===== config.mk =====
export PLATFORM = sky130hd
export DESIGN_NAME = pll_lock_sequencer_flat
export DESIGN_NICKNAME = d
export VERILOG_FILES = /design/src/rtl/pll_lock_sequencer_if.sv /design/src/rtl/pll_lock_sequencer.sv /design/src/flat_wrapper.sv
export SDC_FILE = /design/constraint.sdc
export NUM_CORES = 1
export LEC_CHECK = 0
export ABC_AREA = 1
export ABC_CLOCK_PERIOD_IN_PS = 2300
export BUFFER_PORTS_ARGS = -buffer_cell sky130_fd_sc_hd__buf_4
export CAP_MARGIN = 0
export CORE_ASPECT_RATIO = 0.5
export CORE_MARGIN = 8
export CORE_UTILIZATION = 58
export DETAILED_ROUTE_END_ITERATION = 12
export HOLD_SLACK_MARGIN = 0.1
export PLACE_DENSITY = 0.78
export SLEW_MARGIN = 10
export SYNTH_ARGS = -nofsm -noshare
export SYNTH_HDL_FRONTEND = slang
export SYNTH_SLANG_ARGS = --single-unit

===== constraint.sdc =====
create_clock -name clk -period 2.3 [get_ports clk]
set_input_delay 0.115 -clock clk [delete_from_list [all_inputs] [get_ports clk]]
set_output_delay 0.115 -clock clk [all_outputs]
set_load 0.05 [all_outputs]

===== src/rtl/pll_lock_sequencer_if.sv =====
// rtl/pll_lock_sequencer_if.sv - PLL_CORE control/status bundle between sequencer and PLL
interface pll_lock_sequencer_if;
  logic pll_lock;
  logic pll_reset;
  logic pll_stdby;

  modport master (input pll_lock, output pll_reset, output pll_stdby);
  modport slave  (output pll_lock, input pll_reset, input pll_stdby);
endinterface


===== src/rtl/pll_lock_sequencer.sv =====
// rtl/pll_lock_sequencer.sv - PLL reset/lock/standby sequencer with debounce and retries
// Define PLLSEQ_LOCK_SYNC_EN to pass pll_lock through a 2-flop synchronizer.
module pll_lock_sequencer #(
  parameter int RESET_CYCLES = 16,
  parameter int LOCK_TIMEOUT = 1024,
  parameter int LOCK_FILTER  = 8,
  parameter int MAX_RETRIES  = 3
) (
  input  logic                               clk,
  input  logic                               rst,
  input  logic                               en,
  input  logic                               stdby_req,
  pll_lock_sequencer_if.master               pll,
  output logic                               locked,
  output logic                               lock_lost,
  output logic                               fail,
  output logic [$clog2(MAX_RETRIES+1)-1:0]   retry_cnt,
  output logic [2:0]                         state
);
  localparam int RCW = $clog2(RESET_CYCLES + 1);
  localparam int TOW = $clog2(LOCK_TIMEOUT + 1);
  localparam int LFW = $clog2(LOCK_FILTER + 1);
  localparam int RTW = $clog2(MAX_RETRIES + 1);

  typedef enum logic [2:0] {
    ST_IDLE    = 3'd0,
    ST_RESET   = 3'd1,
    ST_WAIT    = 3'd2,
    ST_LOCKED  = 3'd3,
    ST_STANDBY = 3'd4,
    ST_FAIL    = 3'd5
  } st_t;

  st_t            cur_st;
  st_t            nxt_st;
  logic           lock_s;
  logic [RCW-1:0] rst_tmr;
  logic [TOW-1:0] to_tmr;
  logic [LFW-1:0] filt_cnt;
  logic [RTW-1:0] retry_nxt;
  logic           rst_done;
  logic           to_done;
  logic           filt_done;
  logic           pll_reset_q;
  logic           pll_stdby_q;
  logic           pll_reset_d;
  logic           pll_stdby_d;
  logic           locked_d;
  logic           lock_lost_d;
  logic           fail_d;
  logic [RTW-1:0] retry_d;

`ifdef PLLSEQ_LOCK_SYNC_EN
  logic [1:0] sync_q;

  always_ff @(posedge clk or posedge rst) begin
    if (rst) sync_q <= 2'b00;
    else     sync_q <= {sync_q[0], pll.pll_lock};
  end

  assign lock_s = sync_q[1];
`else
  assign lock_s = pll.pll_lock;
`endif

  // Terminal counts are one short so each state occupies exactly its parameter in cycles.
  assign rst_done  = (rst_tmr == RCW'(RESET_CYCLES - 1));
  assign to_done   = (to_tmr == TOW'(LOCK_TIMEOUT - 1));
  assign filt_done = (filt_cnt == LFW'(LOCK_FILTER));
  assign retry_nxt = (retry_cnt == RTW'(MAX_RETRIES)) ? retry_cnt : retry_cnt + RTW'(1);

  assign pll.pll_reset = pll_reset_q;
  assign pll.pll_stdby = pll_stdby_q;
  assign state         = cur_st;

  always_ff @(posedge clk or posedge rst) begin
    if (rst) begin
      cur_st      <= ST_IDLE;
      rst_tmr     <= '0;
      to_tmr      <= '0;
      filt_cnt    <= '0;
      pll_reset_q <= 1'b1;
      pll_stdby_q <= 1'b0;
      locked      <= 1'b0;
      lock_lost   <= 1'b0;
      fail        <= 1'b0;
      retry_cnt   <= '0;
    end else begin
      cur_st      <= nxt_st;
      rst_tmr     <= (cur_st == ST_RESET && nxt_st == ST_RESET) ?
                     rst_tmr + RCW'(!rst_done) : '0;
      to_tmr      <= (cur_st == ST_WAIT && nxt_st == ST_WAIT) ?
                     to_tmr + TOW'(!to_done) : '0;
      filt_cnt    <= (cur_st == ST_WAIT && nxt_st == ST_WAIT && lock_s) ?
                     filt_cnt + LFW'(!filt_done) : '0;
      pll_reset_q <= pll_reset_d;
      pll_stdby_q <= pll_stdby_d;
      locked      <= locked_d;
      lock_lost   <= lock_lost_d;
      fail        <= fail_d;
      retry_cnt   <= retry_d;
    end
  end

  always_comb begin
    nxt_st = cur_st;
    if (!en) begin
      nxt_st = ST_IDLE;
    end else begin
      case (cur_st)
        ST_IDLE:    nxt_st = ST_RESET;
        ST_RESET:   if (rst_done) nxt_st = ST_WAIT;
        ST_WAIT: begin
          if (filt_done)    nxt_st = ST_LOCKED;
          else if (to_done) nxt_st = (retry_nxt == RTW'(MAX_RETRIES)) ? ST_FAIL : ST_RESET;
        end
        ST_LOCKED: begin
          if (stdby_req)    nxt_st = ST_STANDBY;
          else if (!lock_s) nxt_st = ST_RESET;
        end
        ST_STANDBY: if (!stdby_req) nxt_st = ST_RESET;
        ST_FAIL:    nxt_st = ST_FAIL;
        default:    nxt_st = ST_IDLE;
      endcase
    end
  end

  // Outputs are decoded from the next state so the registered values track state exactly.
  always_comb begin
    pll_reset_d = (nxt_st == ST_IDLE) || (nxt_st == ST_RESET) || (nxt_st == ST_FAIL);
    pll_stdby_d = (nxt_st == ST_STANDBY);
    locked_d    = (nxt_st == ST_LOCKED);
    fail_d      = (nxt_st == ST_FAIL);
    lock_lost_d = en && (cur_st == ST_LOCKED) && !stdby_req && !lock_s;
    retry_d     = retry_cnt;
    if (!en || nxt_st == ST_LOCKED)
      retry_d = '0;
    else if (cur_st == ST_WAIT && to_done)
      retry_d = retry_nxt;
  end

endmodule


===== src/flat_wrapper.sv =====
// flat-port wrapper written by rule: the top's interface ports become plain ports
module pll_lock_sequencer_flat 
#(
  parameter int RESET_CYCLES = 16,
  parameter int LOCK_TIMEOUT = 1024,
  parameter int LOCK_FILTER  = 8,
  parameter int MAX_RETRIES  = 3
)
  (clk, rst, en, stdby_req, locked, lock_lost, fail, retry_cnt, state, pll_pll_lock, pll_pll_reset, pll_pll_stdby);
  pll_lock_sequencer_if pll_i ();
  input  logic clk;
  input  logic rst;
  input  logic en;
  input  logic stdby_req;
  output logic locked;
  output logic lock_lost;
  output logic fail;
  output logic [$clog2(MAX_RETRIES+1)-1:0] retry_cnt;
  output logic [2:0] state;
  input wire logic [$bits(pll_i.pll_lock)-1:0] pll_pll_lock;
  output wire logic [$bits(pll_i.pll_reset)-1:0] pll_pll_reset;
  output wire logic [$bits(pll_i.pll_stdby)-1:0] pll_pll_stdby;
  assign pll_i.pll_lock = pll_pll_lock;
  assign pll_pll_reset = pll_i.pll_reset;
  assign pll_pll_stdby = pll_i.pll_stdby;
  pll_lock_sequencer #(.RESET_CYCLES(RESET_CYCLES), .LOCK_TIMEOUT(LOCK_TIMEOUT), .LOCK_FILTER(LOCK_FILTER), .MAX_RETRIES(MAX_RETRIES)) u_core (.clk(clk), .rst(rst), .en(en), .stdby_req(stdby_req), .pll(pll_i), .locked(locked), .lock_lost(lock_lost), .fail(fail), .retry_cnt(retry_cnt), .state(state));
endmodule

==> impl_results.md <==
* Slowest stage cell, crit path: dfrtp_1
* Drt first-iter violations at 41
* CP Launch Type: flop
* Layout cells sized above 1 at 0.2995
* FFs w/ async S/R, synth at 1.000
* VDD IR-drop max at 338.7 uV
* Crit-path max FO at 3
* Crit path kind: reg -> reg
* Via density per instance at slightly below 5
* Critical Path Stages at 11
* # Post-CTS Setup Buffers at 0
* WL met2 at between 1500 and 2000 um
* Pre-CTS WS at ~350 ps
* WHS Path Cells at 3
* Status: finished clean
* Largest net degree at the start of global routing at 31
* Synth area leader: dfrtp_1
* Metal3 WL at between 100 and 150 um
* Critical path, cell by cell: nand2_1 > nor2_1 > nand3_2 > ha_1 > ha_1 > inv_1 > nor2_1 > nand2_1 > nor2_1 > xnor2_1 > nor2_2
* Fin area at 1944 um^2
* Number of global-route vias before repair at ~1200
* Synth Net Count at approximately 180
* Synthesis Warnings at 0
* Worst-margin pin slew at approximately 380 ps
* Hold_buf cts at 3
* Port Buf Inserts at 14
* Delay-heaviest family, CP: simple AND/OR/NAND/NOR gates
* Seq/Total Area, Yosys at 0.4663
* Most frequent cell after synthesis: dfrtp_1
* Distinct cell type count after synthesis at 25
* Placed Cells at 223
* Global route overflow at 0
* Drt wl/cell at around 13 um
* Crit path time final at about 2000 ps
* Final hold vios at 0
* Synth Area in Simple Gates at 0.3491
* Final GP Congestion at between 0.7 and 0.8
* Antenna Cells at 0
* XOR/XNOR share of the synthesized area at 0.07060
* Syn_area_per_cell at 9.432 um^2
* Row cnt at 13
* Hold WC Path Type: in -> reg
* RSZ-0062 raised after global routing: no
* Pwr/cell area at roughly 640 nW/um^2
* Top cell type's share of synthesized area at 0.4500
* Via count at approximately 1200
* Die X-Extent at 90.58 um
* # resized after CTS at 0
* Synthesis-stage register bit count at 30
* Core ar. at about 2600 um^2
* Fin cells at between 200 and 250
* CP required at between 2000 and 2500 ps
* Nets at 207
* Max-cap violations at 0
* Rel. slew slack at 0.7477
* Synth cell count leaders: dfrtp_1, nand2_1, inv_1, nor2_1, nor2_2
* Top layer in use: met4
* Mapped Area at 1613 um^2
* Number of synthesized flops with an enable pin at 0
* CP peak stage delay at about 420 ps
* Clk_skew at just under 7 ps
* Die Y at ~53 um
* First-pass GRT wire length at slightly above 5000 um
* Crit end category: flop
* Wire length on met1 at 1274 um
* Setup slack after layout at about 330 ps
* GRT Total Usage at 0.1390
* Antenna Violating Nets Remaining at 0
* Clock root cell: clkbuf_8
* Post-synthesis mux area share at 0
* Total CTS buffers at 5
* Initial core utilization at 0.6159
* Compound-Gate Fraction of Synth Area at 0.01396
* Adder-Cell Fraction of Synth Area at 0.04655
* Fillers at just under 200
* Reg2Reg Depth at 11
* Worst path buffer plus inverter count at 1
* Setup TNS at 0 ps
* TritonCTS clock tree: yes
* HPWL Detailed at 2234 um
* Max Clk Rate at just over 500 MHz
* Static leakage at roughly 0.92 nW
* Antenna violations before repair at 0
* Die area at 4826 um^2
* Synth Flop Type: dfrtp_1
* DRC at 0
* Largest family of logic cells by synthesized area: simple AND/OR/NAND/NOR gates
* CTS clk-pin slew, worst paths at 70 ps
* First-pass iteration count of the detailed router at 4
* Synthesized instance count at approximately 170
* Clock sink total at 30
* Top cells by area, synth: dfrtp_1, nor2_2, nand2_1, inv_1, ha_1
* DP Area at 1772 um^2
* Final worst-path cycle share at 0.8567
* Slew Viols, Final at 0
* Clk Latency, worst-skew pair at between 200 and 300 ps
* H-tree levels at 2
* Clock buffer depth at 2
* Area growth from synthesis to layout at 20.56%
* Critical path arrival at roughly 2100 ps
* Final setup violation count at 0
* Routed WL at between 3000 and 4000 um
* Cell mode on critical path: nor2_1
* Io pins at 15
[power breakdown]
group          leakage (nW)  internal (mW)  switching [mW]
clock network        0.0714          0.462           0.194
registers             0.414          0.531         0.00413
logic                 0.433         0.0198          0.0413
[state kept, by name, indices dropped and copies added, names as in the netlist]
| name | count |
|---|---|
| u_core.retry_cnt | 2 |
| u_core.state | 3 |
| u_core.pll.pll_stdby | 1 |
| u_core.filt_cnt | 4 |
| u_core.locked | 1 |
| u_core.pll.pll_reset | 1 |
| u_core.lock_lost | 1 |
| u_core.rst_tmr | 5 |
| u_core.to_tmr | 11 |
| u_core.fail | 1 |
[stage by stage]
stage,hold WS [ps],total power [mW],util
global placement,213.0,0.6020,0.6765
floorplan,186.3,0.5831,-
global route,153.6,1.298,0.7425
finish,137.8,1.251,0.7425
detailed placement,219.9,0.6033,0.6765
CTS,134.0,1.266,0.7425
[routing by layer]
layer / vias up / global-route usage
met1: 531 / 0.1412
met4: 0 / 0.06812
met2: 18 / 0.2560
li1: 590 / -
met5: - / 0
met3: 11 / 0.05352
[worst register-to-register path: cells and delay by family (launching register included)]
kind	cells	cell delay, ps
xor+xnor	1	150
fa+ha+maj	2	390
buf+inv	1	50
flops	1	420
simple gates	7	850
[path summary, 6_finish.rpt]
kind	endpoint	start	slack, ps
setup / recovery	u_core.to_tmr[10]	u_core.to_tmr[2]	330
hold / removal	u_core.state[2]	en	140
setup reg to reg	u_core.to_tmr[10]	u_core.to_tmr[2]	330
hold reg to reg	u_core.to_tmr[9]	u_core.to_tmr[9]	570
max in group asynchronous	u_core.pll.pll_reset	rst	1520
min in group asynchronous	u_core.to_tmr[5]	rst	460
[final cells by class]
| type | count | area, um^2 | area share |
|---|---|---|---|
| Clock buffer | 6 | 82.58 | 0.04247 |
| Tap cell | 37 | 46.29 | 0.02381 |
| Timing Repair Buffer | 18 | 142.6 | 0.07336 |
| Multi-Input combinational cell | 118 | 774.5 | 0.3983 |
| Sequential cell | 30 | 752.0 | 0.3867 |
| Clock inverter | 2 | 60.06 | 0.03089 |
| Inverter | 23 | 86.33 | 0.04440 |
[layout by cell type, fill, tap and decap left out]
master | Yosys | final
a21boi_0 | 1 | 1
buf_4 | 0 | 15
bufinv_16 | 0 | 2
clkbuf_8 | 0 | 6
dfrtp_1 | 29 | 29
dfstp_2 | 1 | 1
dlygate4sd3_1 | 0 | 3
ha_1 | 6 | 6
inv_1 | 22 | 22
inv_2 | 1 | 1
nand2_1 | 25 | 25
nand2_2 | 2 | 2
nand2_4 | 1 | 1
nand3_1 | 10 | 10
nand3_2 | 5 | 5
nand4_1 | 4 | 4
nand4_4 | 1 | 1
nor2_1 | 20 | 20
nor2_2 | 18 | 18
nor2_4 | 3 | 3
nor2_8 | 2 | 2
nor3_1 | 1 | 1
nor3_2 | 1 | 1
nor3_4 | 1 | 1
nor4_1 | 1 | 1
o21ai_0 | 2 | 2
o21ai_1 | 1 | 1
xnor2_1 | 5 | 5
xor2_1 | 8 | 8
[cells by family (layout without fill, tap and decap cells)]
family,after synthesis,count (layout)
compound gates,4,4
xor+xnor,13,13
fa+ha+maj,6,6
buf+inv,23,49
flops,30,30
simple gates,95,95
No activity file was read; power rests on OpenSTA's default activity.
